[src/rtl/encoder_4x2_seq_pkg.sv]
// Shared definitions for the sequential encoder: state encodings and default sizes.
// Imported by the encoder top and its priority-encoder helper.
package encoder_4x2_seq_pkg;

    localparam int N_IN_DEF   = 4;
    localparam int CODE_W_DEF = 2;

    typedef enum logic [1:0] {
        ST_IDLE  = 2'd0,
        ST_EMIT  = 2'd1,
        ST_EMPTY = 2'd2
    } state_t;

endpackage

[src/rtl/encoder_4x2_seq_prio.sv]
// Purpose: lowest-set-bit priority encoder (bit 0 wins) with any-set and exactly-one-set flags.
// Latency: purely combinational.
// Backpressure: none, no state.
module prio_enc_4x2
    import encoder_4x2_seq_pkg::*;
#(
    parameter int N_IN   = N_IN_DEF,
    parameter int CODE_W = CODE_W_DEF
) (
    input  logic [N_IN-1:0]   vec,
    output logic [CODE_W-1:0] idx,
    output logic              any_set,
    output logic              one_hot
);

    always_comb begin
        idx = '0;
        // Walk from the top so the lowest set bit is the last one written.
        for (int i = N_IN - 1; i >= 0; i--) begin
            if (vec[i]) begin
                idx = CODE_W'(i);
            end
        end
        any_set = |vec;
        one_hot = any_set && ((vec & (vec - N_IN'(1))) == '0);
    end

endmodule

[src/rtl/encoder_4x2_seq.sv]
// Purpose: captures a request vector and emits the code of each set bit, lowest first (ENCODER_PARITY_EN adds out_par).
// Latency: first beat one cycle after capture; k set bits drain in k back-to-back beats.
// Backpressure: beats hold stable while out_ready=0; in_ready only high in IDLE, never from out_ready.
module encoder_4x2_seq
    import encoder_4x2_seq_pkg::*;
#(
    parameter int N_IN   = N_IN_DEF,
    parameter int CODE_W = CODE_W_DEF
) (
    input  logic              clk,
    input  logic              rst,
    input  logic              en,
    input  logic              in_valid,
    output logic              in_ready,
    input  logic [N_IN-1:0]   in_vec,
    output logic              out_valid,
    input  logic              out_ready,
    output logic [CODE_W-1:0] out_code,
    output logic              out_last,
    output logic              out_none
`ifdef ENCODER_PARITY_EN
    ,
    output logic              out_par
`endif
);

    state_t              state, state_nxt;
    logic [N_IN-1:0]     pending, pending_nxt;
    logic [N_IN-1:0]     pending_clr;
    logic [N_IN-1:0]     enc_src;
    logic [CODE_W-1:0]   enc_idx;
    logic                enc_any;
    logic                enc_one_hot;
    logic                valid_nxt, last_nxt, none_nxt;
    logic [CODE_W-1:0]   code_nxt;

    // The current beat's bit, already removed, so the encoder looks ahead to the next beat.
    assign pending_clr = pending & ~(N_IN'(1) << out_code);
    assign enc_src     = (state == ST_IDLE) ? in_vec : pending_clr;
    assign in_ready    = (state == ST_IDLE) && en && !rst;

    prio_enc_4x2 #(.N_IN(N_IN), .CODE_W(CODE_W)) u_prio (
        .vec     (enc_src),
        .idx     (enc_idx),
        .any_set (enc_any),
        .one_hot (enc_one_hot)
    );

    always_comb begin
        state_nxt   = state;
        pending_nxt = pending;
        valid_nxt   = out_valid;
        code_nxt    = out_code;
        last_nxt    = out_last;
        none_nxt    = out_none;
        case (state)
            ST_IDLE: begin
                if (in_valid && in_ready) begin
                    valid_nxt = 1'b1;
                    if (enc_any) begin
                        state_nxt   = ST_EMIT;
                        pending_nxt = in_vec;
                        code_nxt    = enc_idx;
                        last_nxt    = enc_one_hot;
                        none_nxt    = 1'b0;
                    end else begin
                        state_nxt = ST_EMPTY;
                        code_nxt  = '0;
                        last_nxt  = 1'b1;
                        none_nxt  = 1'b1;
                    end
                end
            end
            ST_EMIT: begin
                if (out_ready) begin
                    pending_nxt = pending_clr;
                    if (out_last) begin
                        state_nxt = ST_IDLE;
                        valid_nxt = 1'b0;
                        code_nxt  = '0;
                        last_nxt  = 1'b0;
                    end else begin
                        code_nxt = enc_idx;
                        last_nxt = enc_one_hot;
                    end
                end
            end
            ST_EMPTY: begin
                if (out_ready) begin
                    state_nxt = ST_IDLE;
                    valid_nxt = 1'b0;
                    last_nxt  = 1'b0;
                    none_nxt  = 1'b0;
                end
            end
            default: begin
                state_nxt   = ST_IDLE;
                pending_nxt = '0;
                valid_nxt   = 1'b0;
                code_nxt    = '0;
                last_nxt    = 1'b0;
                none_nxt    = 1'b0;
            end
        endcase
    end

    always_ff @(posedge clk) begin
        if (rst) begin
            state     <= ST_IDLE;
            pending   <= '0;
            out_valid <= 1'b0;
            out_code  <= '0;
            out_last  <= 1'b0;
            out_none  <= 1'b0;
        end else begin
            state     <= state_nxt;
            pending   <= pending_nxt;
            out_valid <= valid_nxt;
            out_code  <= code_nxt;
            out_last  <= last_nxt;
            out_none  <= none_nxt;
        end
    end

`ifdef ENCODER_PARITY_EN
    // Code is forced to 0 when idle or on empty beats, so its XOR is 0 there too.
    always_ff @(posedge clk) begin
        if (rst) begin
            out_par <= 1'b0;
        end else begin
            out_par <= ^code_nxt;
        end
    end
`endif

endmodule
[config.mk]
export PLATFORM = sky130hd
export DESIGN_NAME = encoder_4x2_seq
export DESIGN_NICKNAME = d
export VERILOG_FILES = /design/src/rtl/encoder_4x2_seq_pkg.sv /design/src/rtl/encoder_4x2_seq_prio.sv /design/src/rtl/encoder_4x2_seq.sv
export SDC_FILE = /design/constraint.sdc
export NUM_CORES = 1
export LEC_CHECK = 0
export ABC_AREA = 1
export BUFFER_PORTS_ARGS = -buffer_cell sky130_fd_sc_hd__buf_2
export CORE_MARGIN = 2
export CORE_UTILIZATION = 45
export DETAILED_ROUTE_END_ITERATION = 8
export PLACE_DENSITY = 0.71
export SYNTH_ARGS = -nofsm -noshare
export SYNTH_HDL_FRONTEND = slang
export SYNTH_SLANG_ARGS = --single-unit
[constraint.sdc]
create_clock -name clk -period 1.25 [get_ports clk]
set_input_delay 0.25 -clock clk [delete_from_list [all_inputs] [get_ports clk]]
set_output_delay 0.25 -clock clk [all_outputs]
set_load 0.05 [all_outputs]
==> impl_metrics.env <==
export IMPL_outcome="complete, but fails checks"
export IMPL_failed_checks="setup timing"
export IMPL_floorplan_die_height_um=44.8
export IMPL_maxSlewViolCount=0
export IMPL_synth_top_cells_by_area="sky130_fd_sc_hd__dfxtp_1 (29%), sky130_fd_sc_hd__nand2_1 (14%), sky130_fd_sc_hd__nand2_2 (8.4%)"
export IMPL_power_frac_comb_pct=75.3
export IMPL_wl_mm=3.51
export IMPL_synth_warnings=0
export IMPL_cts_hold_buffers=0
export IMPL_hold_class="in -> reg"
export IMPL_setup_viol=13
export IMPL_power_switching_share_pct=54.1
export IMPL_synth_top_family_by_area="simple AND/OR/NAND/NOR gates"
export IMPL_synth_cell_area_um2=748
export IMPL_slew_headroom_pct=82.9
export IMPL_synth_fa_ha_area_share_pct=0
export IMPL_synth_nets=119
export IMPL_period_minus_slack_ns=1.48
export IMPL_globalRoute_totalOverflow=0
export IMPL_floorplan_core_area_mm2=0.00152
export IMPL_die_area_mm2=0.00200
export IMPL_r2r_end="pending[2]"
export IMPL_cellPowerDensity_mw_per_mm2=2920
export IMPL_maximum_number_of_pins_on_one_net_before_global_route_repair=10
export IMPL_synth_async_reset_ratio_pct=0
export IMPL_grt_antenna_before_repair=0
export IMPL_setup_slack_ns=-0.231
export IMPL_total_number_of_nets_in_the_final_design=169
export IMPL_fp_dieW_um=44.8
export IMPL_synth_area_mux_share_pct=0
export IMPL_static_leakage_power_uw=0.000558
export IMPL_viasPerCell=6.29
export IMPL_internal_power_uw=1790
export IMPL_drtIter0Drc=78
export IMPL_synth_enable_flop_cells=0
export IMPL_synthDistinctLibCells=20
export IMPL_area_growth_syn_to_layout_pct=78.1
export IMPL_synth_xor_area_share_pct=0
export IMPL_finalSetupTns_ns=-2.04
export IMPL_syn_avg_cell_area_um2=6.80
export IMPL_share_seq_of_total_power_pct=17.5
export IMPL_drt_first_pass_iters=4
export IMPL_worstMarginPinSlew_ns=0.258
export IMPL_port_buffers=14
export IMPL_synth_largest_area_cell="sky130_fd_sc_hd__dfxtp_1"
export IMPL_max_freq_mhz=675
export IMPL_reg2reg_setup_slack_ns=-0.21
export IMPL_drive_gt1_share_pct=69.8
export IMPL_holdPathStages=3
export IMPL_yosys_register_bits=11
export IMPL_clkSinkCount=11
export IMPL_power_net_switching_uw=2110
export IMPL_synth_main_ff_cell="sky130_fd_sc_hd__dfxtp_1"
export IMPL_worst_endpoint_arrival_ns=1.23
export IMPL_setup_worst_path_class="reg -> out"
export IMPL_power_share_clock_pct=7.3
export IMPL_clkTransAtPathRegs_ns=0.09
export IMPL_fin_skew_ns=0.00213
export IMPL_synth_sequential_area_ratio_pct=29.4
export IMPL_placement_setup_worst_slack_ns=-0.156
export IMPL_clock_buffer_count_from_cts=3
export IMPL_timing_hold_worst_endpoint="out_valid"
export IMPL_synth_compound_area_share_pct=13.2
export IMPL_io_pins=15
export IMPL_grt_util_all_layers_pct=26.9
export IMPL_layout_common_cells="sky130_fd_sc_hd__buf_4 (24), sky130_fd_sc_hd__nand2_1 (20), sky130_fd_sc_hd__nand2_2 (16)"
export IMPL_dr_wl_cell_um=20.0
export IMPL_maxCapViolations=0
export IMPL_synth_top_area_share_pct=29.4
export IMPL_final_cycle_utilization_of_the_critical_path_pct=118
export IMPL_max_vdd_ir_drop_mv=2.08
export IMPL_detailed_placement_wirelength_estimate_mm=1.56
export IMPL_gpl_final_weighted_congestion=0.851
export IMPL_worst_setup_path_start_kind="register"
export IMPL_first_global_vias=929
export IMPL_overall_via_count_from_detail_route=1100
export IMPL_rr_startpoint="state[1]"
export IMPL_critical_path_fanouts_max=5
export IMPL_clock_insertion_delay_worst_skew_ns=0.28
export IMPL_num_rows=14
export IMPL_num_antenna_cells=0
export IMPL_hold_path_startpoint="in_valid"
export IMPL_route_antenna_remaining_nets=0
export IMPL_layout_commonest_cell="sky130_fd_sc_hd__buf_4"
export IMPL_cts_htree_levels=1
export IMPL_syn_instance_count=110
export IMPL_hold_violations=0
export IMPL_worstPathRequired_ns=1.00
export IMPL_clock_tree_buffer_depth=2
export IMPL_clock_tree_from_tritoncts="done"
export IMPL_start_util_pct=49.1
export IMPL_ff2ff_path_depth=8
export IMPL_fillers=53
export IMPL_grt_first_pass_wirelength_mm=3.89
export IMPL_postPlaceCellArea_um2=987
export IMPL_drcViolationCount=0
export IMPL_finish_instance_area_mm2=0.00133
export IMPL_simple_gate_fraction_of_synth_area_pct=52.3
export IMPL_worstSetupEndpointType="output port"
export IMPL_setup_repair_after_global_routing_missed_its_margin="true"
export IMPL_clock_tree_root_buffer_cell="sky130_fd_sc_hd__clkbuf_4"
## worst max-delay path, stage by stage (launching register included)
cell                      delay [ns]
sky130_fd_sc_hd__dfxtp_4        0.38
sky130_fd_sc_hd__inv_4          0.08
sky130_fd_sc_hd__nand2_8        0.07
sky130_fd_sc_hd__buf_6          0.12
sky130_fd_sc_hd__nor2_4         0.11
sky130_fd_sc_hd__buf_6          0.17
## power by group through the flow
stage | clock, µW | sequential (µW) | combinational [µW]
6_report | 284 | 680 | 2930
5_1_grt | 282 | 691 | 3060
4_1_cts | 266 | 616 | 2140
3_5_place_dp | 0 | 607 | 1830
3_3_place_gp | 0 | 599 | 1790
2_1_floorplan | 0 | 765 | 1070
## worst max-delay path by stage
stage            endpoint         from  slack (ns)
4_1_cts          in_ready     state[1]       -0.17
3_3_place_gp   pending[1]     state[0]        -0.1
5_1_grt        pending[2]     state[1]       -0.28
6_report         in_ready     state[1]       -0.23
2_1_floorplan  pending[0]  out_code[1]      -0.009
3_5_place_dp   pending[2]     state[0]       -0.16
## routing by layer
metal / wire, µm / GRT usage, % / up-vias
met4: 214 / 15.3 / 0
met1: 1260 / 30.5 / 516
met5: 0 / 0 / -
li1: - / - / 468
met3: 393 / 3.60 / 28
met2: 1640 / 48.1 / 88
## final cells by class
class / instances / area [µm²] / area share [%]
flip-flops and latches: 11 / 235 / 17.7
repair buffers: 43 / 322 / 24.1
multi-input cells: 91 / 684 / 51.4
inverters: 10 / 45.0 / 3.38
clock buffers: 4 / 26.3 / 1.97
well taps: 16 / 20.0 / 1.50
## registers in the layout, summed over array words and instances, names as in the netlist
name,flops
pending,4
out_code,2
state,2
out_last,1
out_none,1
out_valid,1
## timing repair
item                                    4_1_cts  5_1_grt
endpoints found under the hold margin         0        0
endpoints found under the setup margin       11       13
gates cloned                                  1        1
setup buffers                                 6        6
pin swaps                                     6       18
resized for setup                            18       43
## synthesized netlist by cell type (2+ instances only)
cell,count
sky130_fd_sc_hd__a21oi_2,2
sky130_fd_sc_hd__nor2_4,4
sky130_fd_sc_hd__nand3_2,3
sky130_fd_sc_hd__nand4_1,3
sky130_fd_sc_hd__inv_2,4
sky130_fd_sc_hd__nand2_1,28
sky130_fd_sc_hd__inv_1,5
sky130_fd_sc_hd__nand2_2,10
sky130_fd_sc_hd__nand3_1,10
sky130_fd_sc_hd__o21ai_0,3
sky130_fd_sc_hd__dfxtp_1,11
sky130_fd_sc_hd__nor2_1,10
sky130_fd_sc_hd__a21oi_1,10
## metrics by stage
stage                     total power [µW]  instances  hold WS [ns]  utilization [%]
after floorplan                       1840        110         0.309                -
after CTS                             3020        168         0.230             73.9
after global placement                2390        157         0.457             64.8
after detailed placement              2440        157         0.470             64.8
after global routing                  4040        175         0.255             87.4
final                                 3890        175         0.232             87.4
## kinds of logic after synthesis
group           count (synthesis)
simple gates                   72
flops                          11
compound gates                 17
buf+inv                        10
Note: power is estimated with default switching activity, not from simulation.
